### src/rtl/vec_popcnt_acc.sv
// Per-vector popcount accumulator: sums the 1 bits of SUB_VEC_NO bus words and emits one tagged count.
// Optional build macro VEC_POPCNT_PADMASK_EN zeroes the pad bits of the last beat before counting.
module vec_popcnt_acc #(
    parameter int BUS_WIDTH    = 128,
    parameter int VECTOR_WIDTH = 920,
    parameter int VEC_ID_WIDTH = 8,
    parameter int SUB_VEC_NO   = (VECTOR_WIDTH + BUS_WIDTH - 1) / BUS_WIDTH,
    parameter int CNT_WIDTH    = $clog2(SUB_VEC_NO * BUS_WIDTH + 1)
) (
    input  logic                    clk,
    input  logic                    rst,
    input  logic [BUS_WIDTH-1:0]    up_Vector,
    input  logic [VEC_ID_WIDTH-1:0] up_VecID,
    input  logic                    up_Valid,
    input  logic                    up_Last,
    output logic                    up_Ready,
    output logic [CNT_WIDTH-1:0]    dn_Count,
    output logic [VEC_ID_WIDTH-1:0] dn_VecID,
    output logic                    dn_Valid,
    output logic                    dn_Last,
    input  logic                    dn_Ready
);

    localparam int SLICES = BUS_WIDTH / 32;
    localparam int SVC_W  = (SUB_VEC_NO > 1) ? $clog2(SUB_VEC_NO) : 1;
    localparam logic [SVC_W-1:0] LAST_BEAT = SVC_W'(SUB_VEC_NO - 1);

    // Handshake: a transfer happens on a posedge where valid and ready are both 1.
    // The producer holds its payload stable while valid=1 and ready=0; ready never
    // depends on the same side's valid. Here up_Ready = ~(dn_Valid & ~dn_Ready).
    logic stall;
    logic accept;
    assign stall    = dn_Valid & ~dn_Ready;
    assign up_Ready = ~stall;
    assign accept   = up_Valid & up_Ready;

    function automatic logic [5:0] pop32(input logic [31:0] w);
        logic [5:0] c;
        c = '0;
        for (int i = 0; i < 32; i++) c = c + {5'd0, w[i]};
        return c;
    endfunction

    logic [SVC_W-1:0] sv_cnt;
    logic             at_last_beat;
    logic             beat_final;
    assign at_last_beat = (sv_cnt == LAST_BEAT);
    assign beat_final   = at_last_beat | up_Last;

    logic [BUS_WIDTH-1:0] count_word;
`ifdef VEC_POPCNT_PADMASK_EN
    localparam int DELTA = SUB_VEC_NO * BUS_WIDTH - VECTOR_WIDTH;
    logic [BUS_WIDTH-1:0] pad_mask;
    always_comb begin
        pad_mask = '0;
        for (int i = 0; i < BUS_WIDTH; i++)
            if (i < DELTA) pad_mask[i] = 1'b1;
    end
    // Only a full-length last beat carries pad; early-closed beats are counted as-is.
    assign count_word = at_last_beat ? (up_Vector & ~pad_mask) : up_Vector;
`else
    assign count_word = up_Vector;
`endif

    logic [5:0] part [SLICES];
    always_comb begin
        for (int i = 0; i < SLICES; i++) part[i] = pop32(count_word[i*32 +: 32]);
    end

    always_ff @(posedge clk) begin
        if (rst) begin
            sv_cnt <= '0;
        end else if (accept) begin
            sv_cnt <= beat_final ? '0 : sv_cnt + SVC_W'(1);
        end
    end

    // S1: slice partials plus the beat's tag
    logic                    s1_valid;
    logic [5:0]              s1_part [SLICES];
    logic [VEC_ID_WIDTH-1:0] s1_id;
    logic                    s1_last;
    logic                    s1_final;

    always_ff @(posedge clk) begin
        if (rst) begin
            s1_valid <= 1'b0;
            s1_id    <= '0;
            s1_last  <= 1'b0;
            s1_final <= 1'b0;
            for (int i = 0; i < SLICES; i++) s1_part[i] <= '0;
        end else if (!stall) begin
            s1_valid <= accept;
            if (accept) begin
                s1_id    <= up_VecID;
                s1_last  <= up_Last;
                s1_final <= beat_final;
                for (int i = 0; i < SLICES; i++) s1_part[i] <= part[i];
            end
        end
    end

    // S2: fold the word count into the running total or close the vector
    logic [CNT_WIDTH-1:0] word_cnt;
    logic [CNT_WIDTH-1:0] acc;

    always_comb begin
        word_cnt = '0;
        for (int i = 0; i < SLICES; i++) word_cnt = word_cnt + CNT_WIDTH'(s1_part[i]);
    end

    always_ff @(posedge clk) begin
        if (rst) begin
            acc      <= '0;
            dn_Count <= '0;
            dn_VecID <= '0;
            dn_Last  <= 1'b0;
            dn_Valid <= 1'b0;
        end else if (!stall) begin
            // Without stall the current output is either absent or consumed this edge.
            dn_Valid <= s1_valid & s1_final;
            if (s1_valid) begin
                if (s1_final) begin
                    dn_Count <= acc + word_cnt;
                    dn_VecID <= s1_id;
                    dn_Last  <= s1_last;
                    acc      <= '0;
                end else begin
                    acc <= acc + word_cnt;
                end
            end
        end
    end

endmodule

### config.mk
export PLATFORM = sky130hd
export DESIGN_NAME = vec_popcnt_acc
export DESIGN_NICKNAME = d
export VERILOG_FILES = /design/src/rtl/vec_popcnt_acc.sv
export SDC_FILE = /design/constraint.sdc
export NUM_CORES = 1
export LEC_CHECK = 0
export CORE_UTILIZATION = 23
export DETAILED_ROUTE_END_ITERATION = 7
export PLACE_DENSITY_LB_ADDON = 0.15
export REMOVE_ABC_BUFFERS = 1
export SYNTH_ARGS = -nofsm -noshare
export SYNTH_HDL_FRONTEND = slang
export SYNTH_SLANG_ARGS = --single-unit
### constraint.sdc
create_clock -name clk -period 17.3 [get_ports clk]
set_input_delay 3.46 -clock clk [delete_from_list [all_inputs] [get_ports clk]]
set_output_delay 3.46 -clock clk [all_outputs]
set_load 0.02 [all_outputs]
Word-level counts from Yosys, hierarchy flattened
Memory sizes are Yosys's and may differ from the RTL's.
Cells that the tools add are included.
W data, S select, Z words.
Storage, ports and cells
  register bits after elaboration: 46
  RAM bits: 24
  input port bits: 141
  output and inout bits: 22
  memories kept: 1
Memories
  s1_part: words 4, bits a word 6, read ports 4, clocked after Yosys merged registers in 0, write ports 4, RTL line 80  | logic [5:0] s1_part [SLICES];
Cells by class
  $add $sub $neg: 129
  eq/ne operators: 1
  muxes and demuxes: 12
  bitwise operators: 10
  reductions and logical operators: 3
Operators by type and width (number)
  $add A6 B1 Y6: 104
  $add A5 B1 Y6: 4
  $mux W6: 4
  $add A4 B1 Y5: 4
  $add A3 B1 Y4: 4
  $add A2 B1 Y3: 4
  $add A11 B9 Y11: 1
  $mux W11: 1
  $add A8 B6 Y9: 1
  $add A1 B1 Y2: 4
  $add A7 B6 Y8: 1
  $add A6 B6 Y7: 1
  $mux W1: 6
  $or A1 B1 Y1: 5
  $reduce_and A2 Y1: 2
  $add A3 B1 Y3 const B: 1
  $and A1 B1 Y1: 3
  $eq A3 B3 Y1 const B: 1
  $mux W3: 1
  $reduce_and A3 Y1: 1
  $not A1 Y1: 2

Logic depth before layout (Yosys ltp)
Gate-level depths: netlist of run 1.
  word-level depth: 32
  gate-level depth with buffers: 18

Least setup slack after synthesis of run 1
OpenSTA, ideal clock, no wires.
  path type: input port to flip-flop
  start: in up_Vector[96]
  end: mem s1_part[3][4], data pin
  arrival time: 7.562 ns
  required time: 17.034 ns
  slack: 9.472 ns
  stages: 14
  cells stage by stage: inv_1 fa_1 fa_1 fa_1 fa_1 fa_1 fa_1 inv_1 ha_1 fa_1 a21o_1 a21oi_1 xor2_1 nor2_1
RTL lines
  start: declaration: RTL line 12  | input logic [BUS_WIDTH-1:0] up_Vector,
  end: declaration: RTL line 80

Worst setup path after layout of run 1
  start: in dn_Ready
  end: out up_Ready
On the way
  longest elaborated chain between the ends: 3
Ends and longest elaborated chain
  start: declaration: RTL line 21  | input logic dn_Ready
  $not A1 Y1: RTL line 33  | assign stall = dn_Valid & ~dn_Ready;
  $and A1 B1 Y1: RTL line 33
  $not A1 Y1 (no line)
  end: declaration: RTL line 16  | output logic up_Ready,
No other way between the ends.

==> summary.md, run 1 <==
| Metric | Value |
|---|---|
| Yosys top cell area share | `roughly a third` |
| DR WL/cell | `roughly 11 um` |
| Crit. End Element | `output port` |
| Final hold vios | `0` |
| Placed Area | `a little under 0.009 sq mm` |
| CP Class | `in -> out` |
| Post-synthesis sequential area ratio | `24.9%` |
| Design area | `about 0.009 sq mm` |
| Placeable Area | `0.0280 sq mm` |
| Post-cts sizing count | `0` |
| Cells after DPL | `around 1200` |
| Switching pwr | `708 uW` |
| Count leader, synth | `inv_1` |
| RD Place Congestion | `just under 0.8` |
| Overflow after GRT | `0` |
| Diode count | `0` |
| Root Buffer | `clkbuf_16` |
| Tcrit/Tclk final | `48.1%` |
| Clock Tree Buf Depth | `2` |
| Hold_buf cts | `0` |
| Worst hold path type | `reg -> reg` |
| Sequential share of power | `between 10 and 15%` |
| Most frequent cells after synthesis | `inv_1, fa_1, dfxtp_1, ha_1, nand2_1` |
| Measured slew at the worst slew-check pin | `between 1 and 1.5 ns` |
| Die area | `between 0.02 and 0.03 sq mm` |
| CP arrival | `about 5 ns` |
| Antenna-violating nets left | `0` |
| Layout Nets | `1135` |
| Number of global-route vias before repair | `4800` |
| Required @ worst endpoint | `13.84 ns` |
| Worst-Skew Late Latency | `between 0.3 and 0.4 ns` |
| Non-Filler Instances | `1221` |
| CP Cell Sequence | `clkdlybuf4s50_1 > nand2b_1 > clkdlybuf4s50_1` |
| PwrDens | `174 mW/mm^2` |
| Ys flop type | `dfxtp_1` |
| Reg clk slew, reported paths | `roughly 0.06 ns` |
| Largest net degree at the start of global routing | `49` |
| # rows | `between 60 and 70` |
| CP max stage cell | `clkdlybuf4s50_1` |
| CP delay by family, top | `buffers and inverters` |
| Clock Sinks | `70` |
| # port buffers | `~160` |
| Worst-path maximum fanout | `7` |
| Final-report setup violation count | `0` |
| Startpoint Class | `input pin` |
| Post-synthesis instance total | `between 600 and 700` |
| Synthesized area | `roughly 0.0066 sq mm` |
| Initial DRC count | `roughly 150` |
| FMAX | `120 MHz` |
| Async S/R FF share, synth | `0%` |
| Area Overhead vs Synth | `35.7%` |
| Max Cap Violations | `0` |
| #FFs+latches synth | `70` |
| Worst VDD drop | `around 0.00009 V` |
| Rel. slew slack | `31.0%` |
| Combinational share of power | `between 70% and 80%` |
| Die H | `between 150 and 200 um` |
| Clk_skew | `approximately 0.0056 ns` |
| Routed vias/inst | `3.78` |
| DRT Pass-1 Iters | `4` |
| Min cycle time layout | `between 8 and 9 ns` |
| Status | `complete, no violations` |
| Lkg Pwr | `approximately 4.3 nW` |
| Share of cells above drive strength 1 | `between 2 and 2.5%` |
| Most frequent CP cell | `clkdlybuf4s50_1` |
| CP Buf/Inv Count | `2` |
| Setup Buffers After CTS | `0` |
| Post-Route WL | `around 13 mm` |
| Cell taking the most area after synthesis | `fa_1` |
| RSZ-0062 raised after global routing | `false` |
| Fin Setup TNS | `0 ns` |
| Initial antenna violation count | `0` |
| First-pass GRT wire length | `about 22 mm` |
| DRC viols | `0` |
| Ranking of synthesized cells by area | `fa_1, dfxtp_1, inv_1, edfxtp_1, ha_1` |
| Top-Level Pins | `between 150 and 200` |
| CTS tree | `built` |
| Clk pwr share | `12.2%` |
| Post-DP HPWL | `about 11 mm` |
| EDFF count, synth | `24` |
| Syn. warnings | `0` |
| Mapped Avg Cell Area | `9.70 sq um` |
| Fill count | `2959` |
| CP max stage delay | `0.67 ns` |
| Initial Utilization | `about a quarter` |
| TritonCTS Buffers | `9` |
| H-tree levels | `3` |
| Int Power | `around 850 uW` |
| Global Route Usage Sum | `a little under 10%` |
| Switching Share | `45.4%` |
| Die W | `between 150 and 200 um` |
| Vias post-DR | `4615` |
| Final Max Slew Viols | `0` |
| Yosys cell types | `39` |
[tightest hold or removal path, cell delays in order, from the launching register on]
cell and delay (ns):
dfxtp_1 0.31, nand2_1 0.05, a21oi_1 0.05
[cell usage in the layout, fill, tap and decap left out, types with 3 or more instances in the layout]
master	Yosys	layout
a21o_1	10	10
a21oi_1	35	35
a22o_1	10	10
a31oi_1	3	3
and2_1	5	5
buf_4	0	3
clkbuf_16	0	9
clkdlybuf4s50_1	0	162
dfxtp_1	46	46
edfxtp_1	24	24
fa_1	113	113
ha_1	43	43
inv_1	224	224
inv_6	0	3
mux2i_1	3	3
nand2_1	40	40
nand3_1	3	3
nand3b_1	6	6
nand4b_1	3	3
nor2_1	26	25
nor2b_1	10	10
nor3_1	9	9
nor3b_1	3	3
nor4b_1	3	3
o211a_1	5	5
o21ai_0	5	5
xnor2_1	3	3
xor2_1	9	9
[logic make-up (layout without fill, tap and decap cells)]
group,after synthesis,after routing,share of synthesized area (%)
xor gates and xnor gates,12,12,1.59
DFF,70,70,24.9
buffers and inverters,242,405,13.8
adders and majority gates,156,156,42.4
and+or+nand+nor,120,120,9.16
AOI/OAI and AO/OA,77,77,7.72
muxes,3,3,0.455
[metrics by stage]
| step | setup WS (ns) | util, % | power [mW] | hold WS [ns] |
|---|---|---|---|---|
| 2_1_floorplan | 9.48 | - | 1.13 | 0.426 |
| 3_3_place_gp | 8.86 | 30.9 | 1.41 | 0.442 |
| 3_5_place_dp | 8.83 | 30.9 | 1.40 | 0.446 |
| 4_1_cts | 8.96 | 32.0 | 1.60 | 0.456 |
| 5_1_grt | 8.92 | 32.0 | 1.80 | 0.474 |
| 6_report | 8.98 | 32.0 | 1.56 | 0.452 |
[path summary, 6_finish.rpt]
path	startpoint	endpoint	slack, ns	depth (start not counted)
setup / recovery	dn_Ready	up_Ready	8.98	3
hold / removal	s1_id[1]$_SDFFE_PP0P_	dn_VecID[1]$_SDFFE_PP0P_	0.45	2
setup reg to reg	acc[2]$_SDFFE_PP0P_	acc[10]$_SDFFE_PP0P_	13.38	13
hold reg to reg	s1_id[1]$_SDFFE_PP0P_	dn_VecID[1]$_SDFFE_PP0P_	0.45	2
[registers in the layout (all words and copies together), names as in the netlist]
| name | cells |
|---|---|
| s1_final | 1 |
| s1_last | 1 |
| s1_id | 8 |
| dn_Last | 1 |
| dn_Count | 11 |
| s1_part | 24 |
| dn_Valid | 1 |
| dn_VecID | 8 |
| s1_valid | 1 |
| sv_cnt | 3 |
| acc | 11 |
[metal layers]
layer | wire length, um | vias up | track usage (%) | share of wire (%)
met1 | 6080 | 2158 | 12.4 | 46
met5 | 0 | - | 0 | 0
met4 | 143 | 0 | 2.68 | 1.1
met3 | 563 | 13 | 2.12 | 4.2
li1 | - | 2357 | - | -
met2 | 6470 | 87 | 16.3 | 49
[power by group through the flow]
stage	Sequential [mW]	Clock (mW)	Combinational, mW
after global placement	0.234	0	1.18
after detailed placement	0.234	0	1.17
after global routing	0.233	0.204	1.37
after CTS	0.230	0.196	1.18
final	0.229	0.190	1.14
after floorplan	0.232	0	0.901
[layout make-up]
cell class	count	area, sq um	share of cell area (%)
clock buffers	9	225	2.51
inverters	224	841	9.39
clock inverters	7	80.1	0.894
multi-input cells	368	4050	45.2
repair buffers	165	1640	18.4
well taps	378	473	5.28
flip-flops and latches	70	1640	18.3
No activity file was read; power rests on OpenSTA's default activity.
==> run 2, diff against run 1 <==
==> constraint.sdc (replaced) <==
create_clock -name clk -period 8.4 [get_ports clk]
set_input_delay 1.68 -clock clk [delete_from_list [all_inputs] [get_ports clk]]
set_output_delay 1.68 -clock clk [all_outputs]
set_load 0.02 [all_outputs]
==> run 2 against run 1 <==
  * Critical path depth rose by 12
  * Clock-buffer cell count did not move
  * Via count barely moved
  * Final area fell by 0.47%
  * Critical endpoint is now s1_part[3][4]$_SDFFCE_PN0P_
  * First-iteration DRC count rose by 12%
  * Largest power group unchanged
  * Combinational power rose by 110%
  * Setup slack got worse by 6.9 ns
  * Hold slack barely moved
  * Register-to-register slack got worse by 8.9 ns
  * Core utilization fell by 0.15 points
  * Non-clock buffer count did not move
  * Global-route usage rose by 0.068 points
==> summary.md, run 2 (synthesis results as in run 1) <==
| Metric | Value |
|---|---|
| Switching pwr | `about 1.5 mW` |
| Setup Buffers After CTS | `0` |
| DRC viols | `0` |
| DR WL/cell | `10.8 um` |
| H-tree levels | `3` |
| Final Max Slew Viols | `0` |
| Max Cap Violations | `0` |
| Die H | `171 um` |
| Max reg flops | `24` |
| CP max stage cell | `fa_1` |
| Cells after DPL | `1205` |
| Post-Route WL | `13.2 mm` |
| # rows | `between 60 and 70` |
| Fill count | `2984` |
| Hold_buf cts | `0` |
| TritonCTS Buffers | `9` |
| Status | `complete, no violations` |
| DRT Pass-1 Iters | `4` |
| CP Cell Sequence | `clkdlybuf4s50_1 > inv_1 > fa_1 > fa_1 > fa_1 > fa_1 > fa_1 > fa_1 > inv_1 > ha_1 > fa_1 > a21o_1 > a21oi_1 > xor2_1 > nor2_1` |
| Clk pwr share | `between 10% and 20%` |
| Global Route Usage Sum | `under 10%` |
| Leading cell type in the layout, fill and taps excluded | `inv_1` |
| First-pass GRT wire length | `between 20 and 25 mm` |
| Diode count | `0` |
| Initial Utilization | `between 20% and 30%` |
| Number of global-route vias before repair | `a little under 5000` |
| Design area | `0.00891 sq mm` |
| Top Registers | `s1_part (24), acc (11), dn_Count (11)` |
| CP Class | `in -> reg` |
| Hold slack | `about 0.45 ns` |
| RSZ-0062 raised after global routing | `false` |
| Overflow after GRT | `0` |
| Clk_skew | `0.00759 ns` |
| Final-report setup violation count | `0` |
| Commonest cells after routing, fill and taps aside | `inv_1, clkdlybuf4s50_1, fa_1` |
| Root Buffer | `clkbuf_16` |
| Die area | `0.0294 sq mm` |
| Initial antenna violation count | `0` |
| Tcrit/Tclk final | `roughly three quarters` |
| Rel. slew slack | `roughly 33%` |
| PwrDens | `356 mW/mm^2` |
| Crit. End Element | `register` |
| CP max stage delay | `between 0.5 and 0.6 ns` |
| Worst VDD drop | `around 0.00019 V` |
| Clock Tree Buf Depth | `2` |
| Share of cells above drive strength 1 | `2.38%` |
| Antenna-violating nets left | `0` |
| Placed Area | `between 0.008 and 0.009 sq mm` |
| Register area | `~0.0016 sq mm` |
| Combinational share of power | `between 70% and 80%` |
| Final core area utilization | `a little under a third` |
| RD Place Congestion | `between 0.7 and 0.8` |
| Vias post-DR | `roughly 4600` |
| Post-cts sizing count | `0` |
| Required @ worst endpoint | `approximately 8.5 ns` |
| Fin Setup TNS | `0 ns` |
| Top reg by flops | `s1_part` |
| Startpoint Class | `input pin` |
| Reg clk slew, reported paths | `roughly 0.060 ns` |
| Worst-path maximum fanout | `2` |
| Worst-Skew Late Latency | `0.34 ns` |
| Layout Nets | `around 1100` |
| Clock Sinks | `70` |
| CTS tree | `built` |
| Lkg Pwr | `around 4.3 nW` |
| Worst hold path type | `reg -> reg` |
| Area Overhead vs Synth | `35.1%` |
| Routed vias/inst | `roughly 3.8` |
| Sequential share of power | `14.9%` |
| Area of the multi-input gates | `between 0.004 and 0.005 sq mm` |
| Post-DP HPWL | `approximately 11 mm` |
| R2R Setup Slk | `between 4 and 5 ns` |
| Die W | `171 um` |
| Most frequent CP cell | `fa_1` |
| FMAX | `159 MHz` |
| # port buffers | `about 160` |
| CP arrival | `~6.4 ns` |
| Measured slew at the worst slew-check pin | `approximately 1 ns` |
| Non-Filler Instances | `roughly 1200` |
| Placeable Area | `0.0280 sq mm` |
| Int Power | `between 1.5 and 2 mW` |
| Largest net degree at the start of global routing | `between 40 and 50` |
| Switching Share | `a little under half` |
| Final hold vios | `0` |
| Min cycle time layout | `6.30 ns` |
| Initial DRC count | `~170` |
| Top-Level Pins | `about 160` |
## run 2: changes by cell type in the layout (fill, tap and decap cells not counted)
cell / before / now
clkinvlp_4: 0 / 2
clkinv_2: 0 / 2
bufinv_16: 1 / 0
inv_4: 1 / 2
inv_6: 3 / 0
clkinv_4: 2 / 0
## run 2: per-layer routing
| layer | part of all wire (%) | routed length, um | up-vias | track usage [%] |
|---|---|---|---|---|
| li1 | - | - | 2354 | - |
| met1 | 46 | 6100 | 2166 | 12.5 |
| met2 | 48 | 6390 | 89 | 16.3 |
| met3 | 4.4 | 583 | 10 | 2.05 |
| met4 | 1.2 | 157 | 0 | 3.03 |
| met5 | 0 | 0 | - | 0 |
## run 2: path summary, 6_finish.rpt
kind                         start                           to  cells after the start
max                  up_Vector[96]  s1_part[3][4]$_SDFFCE_PN0P_                     15
min          s1_id[4]$_SDFFE_PP0P_     dn_VecID[4]$_SDFFE_PP0P_                      2
max reg2reg    acc[3]$_SDFFE_PP0P_         acc[10]$_SDFFE_PP0P_                     13
min reg2reg  s1_id[4]$_SDFFE_PP0P_     dn_VecID[4]$_SDFFE_PP0P_                      2
## run 2: final cells by class
type,instances,share of cell area [%]
multi-input cells,368,45.5
repair buffers,165,18.4
flip-flops and latches,70,18.4
inverters,224,9.43
well taps,378,5.31
clock buffers,9,2.53
clock inverters,6,0.421
## run 2: worst max-delay path: cells and delay by family
family	cells	cell delay [ns]
xor gates and xnor gates	1	0.16
and+or+nand+nor	1	0.05
AOI/OAI and AO/OA	2	0.35
adders and majority gates	8	3.58
buffers and inverters	3	0.54
## run 2: per-stage QoR
| stage | setup slack (ns) | power (mW) |
|---|---|---|
| floorplan | 2.36 | 2.33 |
| global placement | 1.74 | 2.91 |
| detailed placement | 1.71 | 2.89 |
| CTS | 2.07 | 3.26 |
| global route | 1.86 | 3.66 |
| finish | 2.10 | 3.17 |
## run 2: power by group through the flow
| stage | Clock (mW) | Sequential [mW] | Combinational [mW] |
|---|---|---|---|
| floorplan | 0 | 0.477 | 1.85 |
| global placement | 0 | 0.482 | 2.43 |
| detailed placement | 0 | 0.481 | 2.41 |
| CTS | 0.359 | 0.474 | 2.43 |
| global route | 0.374 | 0.480 | 2.81 |
| finish | 0.344 | 0.472 | 2.36 |
